File: src/rtl/dmem_lsu.sv
// Load/store unit between the memory stage and a 2^AW x 32 data RAM.
// Define MISALIGN_SPLIT_EN to service misaligned accesses as two RAM cycles.
module dmem_lsu #(
  parameter int unsigned AW = 12
) (
  input  logic          clk,
  input  logic          rst,
  input  logic          req_valid,
  output logic          req_ready,
  input  logic          req_we,
  input  logic [1:0]    req_size,
  input  logic          req_unsigned,
  input  logic [31:0]   req_addr,
  input  logic [31:0]   req_wdata,
  output logic          rsp_valid,
  output logic          rsp_err,
  output logic [31:0]   rsp_rdata,
  output logic          ram_en,
  output logic [3:0]    ram_we,
  output logic [AW-1:0] ram_addr,
  output logic [31:0]   ram_wdata,
  input  logic [31:0]   ram_rdata
);

  typedef enum logic [2:0] {
    S_IDLE,
    S_ACC1,
    S_ACC2,
    S_WAIT,
    S_RESP
  } state_e;

  state_e        state_q, state_d;
  logic          we_q, uns_q, split_q, err_q;
  logic [1:0]    size_q, off_q;
  logic [AW-1:0] k_q;
  logic [31:0]   wdata_q, word0_q, rdata_q, rdata_d;

  logic [1:0]    a_off;
  logic [AW-1:0] a_k;
  logic          a_range_err, a_split, a_err, accept;

  assign a_off       = req_addr[1:0];
  assign a_k         = req_addr[AW+1:2];
  assign a_range_err = (req_addr >> (AW + 2)) != 32'd0;
  assign accept      = req_valid && req_ready;

`ifdef MISALIGN_SPLIT_EN
  // Accesses that fit in one word stay single; a split past the last word is refused.
  assign a_split = ((req_size == 2'b01) && (a_off == 2'd3)) ||
                   ((req_size == 2'b10) && (a_off != 2'd0));
  assign a_err   = (req_size == 2'b11) || a_range_err ||
                   (a_split && (a_k == '1));
`else
  logic a_mis;
  assign a_mis   = ((req_size == 2'b01) && a_off[0]) ||
                   ((req_size == 2'b10) && (a_off != 2'd0));
  assign a_split = 1'b0;
  assign a_err   = (req_size == 2'b11) || a_range_err || a_mis;
`endif

  always_comb begin
    state_d = state_q;
    case (state_q)
      S_IDLE: if (accept) state_d = a_err ? S_RESP : S_ACC1;
      S_ACC1: begin
        if (split_q)    state_d = S_ACC2;
        else if (!we_q) state_d = S_WAIT;
        else            state_d = S_RESP;
      end
      S_ACC2: state_d = we_q ? S_RESP : S_WAIT;
      S_WAIT: state_d = S_RESP;
      S_RESP: state_d = S_IDLE;
      default: state_d = S_IDLE;
    endcase
  end

  // Load assembly: word0 is the live RAM data unless a second word follows it.
  logic [63:0] ld_pair;
  logic [31:0] ld_word, ld_ext;

  assign ld_pair = split_q ? {ram_rdata, word0_q} : {32'd0, ram_rdata};
  assign ld_word = 32'(ld_pair >> {off_q, 3'b000});

  always_comb begin
    ld_ext = ld_word;
    case (size_q)
      2'b00:   ld_ext = {{24{~uns_q & ld_word[7]}}, ld_word[7:0]};
      2'b01:   ld_ext = {{16{~uns_q & ld_word[15]}}, ld_word[15:0]};
      default: ld_ext = ld_word;
    endcase
  end

  always_comb begin
    rdata_d = '0;
    if (state_q == S_WAIT) rdata_d = ld_ext;
  end

  always_ff @(posedge clk) begin
    if (rst) begin
      state_q <= S_IDLE;
      we_q    <= 1'b0;
      uns_q   <= 1'b0;
      split_q <= 1'b0;
      err_q   <= 1'b0;
      size_q  <= '0;
      off_q   <= '0;
      k_q     <= '0;
      wdata_q <= '0;
      word0_q <= '0;
      rdata_q <= '0;
    end else begin
      state_q <= state_d;
      rdata_q <= rdata_d;
      if (accept) begin
        we_q    <= req_we;
        uns_q   <= req_unsigned;
        split_q <= a_split;
        err_q   <= a_err;
        size_q  <= req_size;
        off_q   <= a_off;
        k_q     <= a_k;
        wdata_q <= req_wdata;
      end
      if (state_q == S_ACC2) word0_q <= ram_rdata;
    end
  end

  logic [3:0]  mask;
  logic [6:0]  lanes;
  logic [31:0] wdata_rot;
  logic        in_acc1, in_acc2;

  always_comb begin
    mask = 4'b1111;
    case (size_q)
      2'b00:   mask = 4'b0001;
      2'b01:   mask = 4'b0011;
      default: mask = 4'b1111;
    endcase
  end

  assign lanes     = 7'({3'b000, mask} << off_q);
  assign wdata_rot = 32'({wdata_q, wdata_q} >> (6'd32 - {1'b0, off_q, 3'b000}));
  assign in_acc1   = (state_q == S_ACC1) && !rst;
  assign in_acc2   = (state_q == S_ACC2) && !rst;

  always_comb begin
    ram_en    = in_acc1 || in_acc2;
    ram_we    = '0;
    ram_addr  = '0;
    ram_wdata = '0;
    if (in_acc1) begin
      ram_addr  = k_q;
      ram_wdata = wdata_rot;
      if (we_q) ram_we = lanes[3:0];
    end else if (in_acc2) begin
      ram_addr  = k_q + 1'b1;
      ram_wdata = wdata_rot;
      if (we_q) ram_we = {1'b0, lanes[6:4]};
    end
  end

  assign req_ready = (state_q == S_IDLE) && !rst;
  assign rsp_valid = (state_q == S_RESP) && !rst;
  assign rsp_err   = rsp_valid && err_q;
  assign rsp_rdata = rsp_valid ? rdata_q : '0;

endmodule

File: config.mk
export PLATFORM = sky130hd
export DESIGN_NAME = dmem_lsu
export DESIGN_NICKNAME = d
export VERILOG_FILES = /design/src/rtl/dmem_lsu.sv
export SDC_FILE = /design/constraint.sdc
export NUM_CORES = 1
export LEC_CHECK = 0
export BUFFER_PORTS_ARGS = -buffer_cell sky130_fd_sc_hd__buf_2
export CAP_MARGIN = 20
export CORE_MARGIN = 4
export CORE_UTILIZATION = 50
export DETAILED_ROUTE_END_ITERATION = 10
export GPL_TIMING_DRIVEN = 0
export HOLD_SLACK_MARGIN = 0.03
export PLACE_DENSITY = 0.82
export SLEW_MARGIN = 10
export SYNTH_ARGS = -nofsm -noshare
export SYNTH_HDL_FRONTEND = slang
export SYNTH_SLANG_ARGS = --single-unit
File: constraint.sdc
create_clock -name clk -period 3.7 [get_ports clk]
set_input_delay 0.74 -clock clk [delete_from_list [all_inputs] [get_ports clk]]
set_output_delay 0.74 -clock clk [all_outputs]
set_load 0.01 [all_outputs]
==> flow_results.org <==
** Outcome
- The run finished with clean final reports.

** Floorplan
- Die Ht :: 110 um
- The core region is 10300 um^2.
- After floorplanning, the core was divided into 37 placement rows.
- Die extent in x :: 110 um
- 187 I/O pins were placed.
- The floorplan step defined a die boundary enclosing 12200 um^2.
- Initial core utilization :: 50.9%

** Drt
- The detailed router placed 5346 vias in this run.
- Detailed-route DRC error count :: 0
- Starting DRT DRC Count :: 329
- After detailed routing, the average wire length per cell comes to 17.1 um.
- The first TritonRoute pass finished after 7 iterations.
- Once detail routing completed, the nets flagged for antenna violations numbered 0.
- Via-to-Cell Ratio :: 5.61
- Final Routed Wirelength :: 16300 um

** Setup path
- Top cell by count, worst path :: sky130_fd_sc_hd__buf_2
- STA classifies the critical path startpoint as a flip-flop.
- The critical path is of the reg -> out type.
- Cell Chain, Critical Path :: buf_2 > buf_4 > buf_6 > inv_2 > ha_2 > nand2b_1 > clkbuf_1 > buf_2 > o22a_1 > nor2_1 > buf_2
- For this run, the slowest stage of the critical path takes 0.34 ns.
- Worst path required time :: 2.96 ns
- For the worst setup path, the data arrival time is 2.77 ns.
- Counting cells, the worst reg-to-reg path comes to 5.
- Top fanout value on the critical path :: 10
- STA classifies the critical path endpoint as an output port.
- The slowest stage of the critical path is the sky130_fd_sc_hd__ha_2 cell.

** Clocking
- Clock-pin slew was measured on the worst setup and hold paths at 0.09 ns.
- TritonCTS buffer count :: 9
- H-tree depth :: 3
- CTS Root Cell :: sky130_fd_sc_hd__clkbuf_8
- Clock Sinks :: 86
- Counting along the longest clock path gives a buffer depth of 2.
- Clk_lat worst skew :: 0.36 ns
- TritonCTS built the clock tree.

** Placement
- OpenSTA, run right after detailed placement, puts the worst setup slack at 0.0551 ns.
- Routability-driven placement finished with a final weighted congestion of 0.941.
- Port Buf Inserts :: 186
- Placed inst area :: 6330 um^2
- Detailed placement finished with a half-perimeter wire length of 12400 um.

** Synth
- The synthesized design spends more area on one cell type than any other, namely sky130_fd_sc_hd__dfxtp_1.
- Count of mapped cells out of synthesis :: 615
- Post-synthesis mux area share :: 16.5%
- Synth warnings :: 0
- Synthesized-area fraction occupied by and/or/nand/nor cells :: 30.8%
- The number of nets in the synthesized netlist is 720.
- Yosys instantiated no cell more often than sky130_fd_sc_hd__nand2_1.
- Share of synthesized area occupied by flip-flops and latches :: 32.9%
- Prevailing post-synth register cell :: sky130_fd_sc_hd__dfxtp_1
- The synthesized netlist devotes 13.7% of its cell area to compound gates.
- In this run, distinct cell masters in the synthesized netlist total 49.
- Synthesis inferred 86 register bits.
- Cell types with the largest area share after synthesis :: sky130_fd_sc_hd__dfxtp_1 33%, sky130_fd_sc_hd__mux2i_1 9.6%, sky130_fd_sc_hd__nand2_1 7.5%, sky130_fd_sc_hd__and2_1 7.1%, sky130_fd_sc_hd__mux4_2 6.9%
- After synthesis the cells add up to 5230 um^2.
- By area, the combinational part of the netlist is dominated by simple AND/OR/NAND/NOR gates.
- A synthesized cell averages 8.50 um^2.
- Summing the areas of all xor and xnor instances in the mapped netlist gives 0.503% of the synthesized area.
- Most common library cells after synthesis :: 105 x sky130_fd_sc_hd__nand2_1, 86 x sky130_fd_sc_hd__dfxtp_1, 59 x sky130_fd_sc_hd__and2_1, 50 x sky130_fd_sc_hd__mux2i_1, 47 x sky130_fd_sc_hd__nand3b_1
- The synthesized netlist devotes 0.479% of its cell area to adder and majority cells.
- Proportion of register bits with asynchronous set or reset after synthesis :: 0%
- Of the post-synthesis cell area, the dominant cell type holds 32.9%.
- Counting flops with a built-in enable in the synthesized netlist gives 0.

** Flow run
- Number of maximum-capacitance constraint violations :: 0

** Global routing
- Total global-route track usage :: 26.9%
- The first global-routing pass estimated 25500 um of wire.
- Routing layer with the top usage in global route :: met2
- Number of antenna violations at the first check in global routing :: 0
- The number of global-route vias before repair is 5200.
- After global routing the overflow that remains totals 0.
- Global routing consumed, on the met1 layer, 33.6% of the routing resources.
- Grt met3 use :: 5.07%
- Entering global routing, the biggest net connects 16 pins.
- Grt met2 use :: 46.2%

** Timing
- Number of endpoints with negative hold slack in the final report :: 0
- Setup violations remaining at the end of the flow were counted as 0.
- Counting I/O delays and the setup requirement, the final critical path takes 3.51 ns.
- Derived from the worst setup path, the maximum achievable clock frequency is 285 MHz.
- Worst-margin pin slew :: 0.671 ns
- Setup repair after global routing left no endpoint under its margin.
- The worst pin sits at a relative slew slack of 55.2%.
- In the final timing run, aggregate negative setup slack is 0 ns.
- Skew final :: 0.00582 ns
- Final clock period utilization by the worst path :: 94.8%
- Worst Slack Setup Final :: 0.192 ns
- The max-slew violation total from the final report came to 0.

** Worst hold path
- Worst hold path cell count :: 2
- The worst hold path belongs to the class reg -> reg.

** Power and ir drop
- Static leakage :: 3.05 nW
- Power spread over the standard cell area amounts to 315 nW/um^2.
- Across the VDD grid, the largest voltage drop is 188 uV.
- Power, Total :: 2.06 mW

** Layout
- In the final design database the tool counted 917 nets.
- Synth-to-layout area growth :: 24.9%
- The finished cells cover 6530 um^2.
- After filler insertion, the fill cell instance count of the layout stands at 919.
- The repair_antennas step left the layout with diodes totalling 0.
- In the final layout, the share of cells above drive strength 1 is 31.6%.
kinds of logic (layout without fill, tap and decap cells):
kind of cell,Yosys count,after routing
AOI/OAI and AO/OA,107,107
xor gates and xnor gates,3,3
adders and majority gates,2,2
buffers and inverters,58,260
DFF,86,86
muxes,66,66
and+or+nand+nor,293,293
cell usage in the layout, fill, tap and decap left out, types with 2 or more instances in the layout:
master	count
sky130_fd_sc_hd__clkbuf_2	3
sky130_fd_sc_hd__dfxtp_1	86
sky130_fd_sc_hd__nand3b_1	47
sky130_fd_sc_hd__buf_1	3
sky130_fd_sc_hd__inv_2	2
sky130_fd_sc_hd__o21ai_1	26
sky130_fd_sc_hd__inv_1	4
sky130_fd_sc_hd__a211oi_1	14
sky130_fd_sc_hd__nor2b_1	17
sky130_fd_sc_hd__mux4_2	16
sky130_fd_sc_hd__clkinvlp_4	3
sky130_fd_sc_hd__o211ai_1	2
sky130_fd_sc_hd__buf_2	209
sky130_fd_sc_hd__a31oi_1	4
sky130_fd_sc_hd__buf_6	2
sky130_fd_sc_hd__o22a_1	16
sky130_fd_sc_hd__and2_1	59
sky130_fd_sc_hd__nor2_1	34
sky130_fd_sc_hd__nand3_1	4
sky130_fd_sc_hd__nor4b_4	2
sky130_fd_sc_hd__o41ai_1	2
sky130_fd_sc_hd__clkbuf_1	17
sky130_fd_sc_hd__o31ai_1	8
sky130_fd_sc_hd__clkbuf_8	10
sky130_fd_sc_hd__mux2i_1	50
sky130_fd_sc_hd__nand4_1	4
sky130_fd_sc_hd__nand2_1	105
sky130_fd_sc_hd__a21oi_1	13
sky130_fd_sc_hd__o21ai_0	6
sky130_fd_sc_hd__a21o_1	10
sky130_fd_sc_hd__or3_1	3
sky130_fd_sc_hd__xnor2_1	3
sky130_fd_sc_hd__nand2b_1	2
sky130_fd_sc_hd__nor4_1	4
sky130_fd_sc_hd__and3_1	2
sky130_fd_sc_hd__buf_4	4
sky130_fd_sc_hd__nor3_1	2
per-stage QoR:
step / util, % / std cells / hold slack (ns)
after CTS: 63.5 / 953 / 0.497
after floorplan: - / 615 / 0.451
after detailed placement: 61.6 / 937 / 0.481
final: 63.5 / 953 / 0.493
after global routing: 63.5 / 953 / 0.511
after global placement: 61.6 / 937 / 0.469
critical path, delay by kind of cell, from the launching register on:
family | cells | cell delay, ns
compound gates | 1 | 0.20
simple gates | 2 | 0.13
buf+inv | 7 | 1.42
flops | 1 | 0.32
fa+ha+maj | 1 | 0.34
final cells by class:
| cell class | count | area [um^2] | area share (%) |
|---|---|---|---|
| timing repair buffer | 186 | 931 | 14.3 |
| multi-input combinational | 471 | 3240 | 49.7 |
| inverter | 6 | 22.5 | 0.345 |
| clock buffer | 10 | 138 | 2.11 |
| buffer | 52 | 258 | 3.95 |
| clock inverter | 6 | 45.0 | 0.690 |
| tap | 136 | 170 | 2.61 |
| sequential | 86 | 1720 | 26.4 |
routing by layer:
| metal | vias to the layer above | wire (um) |
|---|---|---|
| li1 | 2554 | - |
| met1 | 2502 | 6550 |
| met2 | 253 | 8050 |
| met3 | 37 | 1370 |
| met4 | 0 | 344 |
| met5 | - | 0 |
power breakdown:
group | internal [mW] | switching (mW)
sequential | 0.967 | 0.0535
combinational | 0.192 | 0.218
clock | 0.265 | 0.361
state kept, by name, summed over array words and instances (netlist names):
register	flops
we_q	1
rdata_q	32
k_q	12
size_q	2
off_q	2
err_q	1
uns_q	1
wdata_q	32
state_q	3
worst paths after layout:
path / startpoint / end / slack, ns
worst max register to register: off_q[0] / rdata_q[23] / 1.89
worst min register to register: err_q / err_q / 0.49
worst min-delay path: err_q / err_q / 0.49
worst max-delay path: off_q[0] / ram_wdata[24] / 0.19
repair_timing:
item | CTS | global route
gates resized for setup | 6 | 4
endpoints found under the setup margin | 23 | 20
setup buffers | 0 | 0
endpoints found under the hold margin | 0 | 0
hold buffers | 0 | 0
Note: power is estimated with default switching activity, not from simulation.
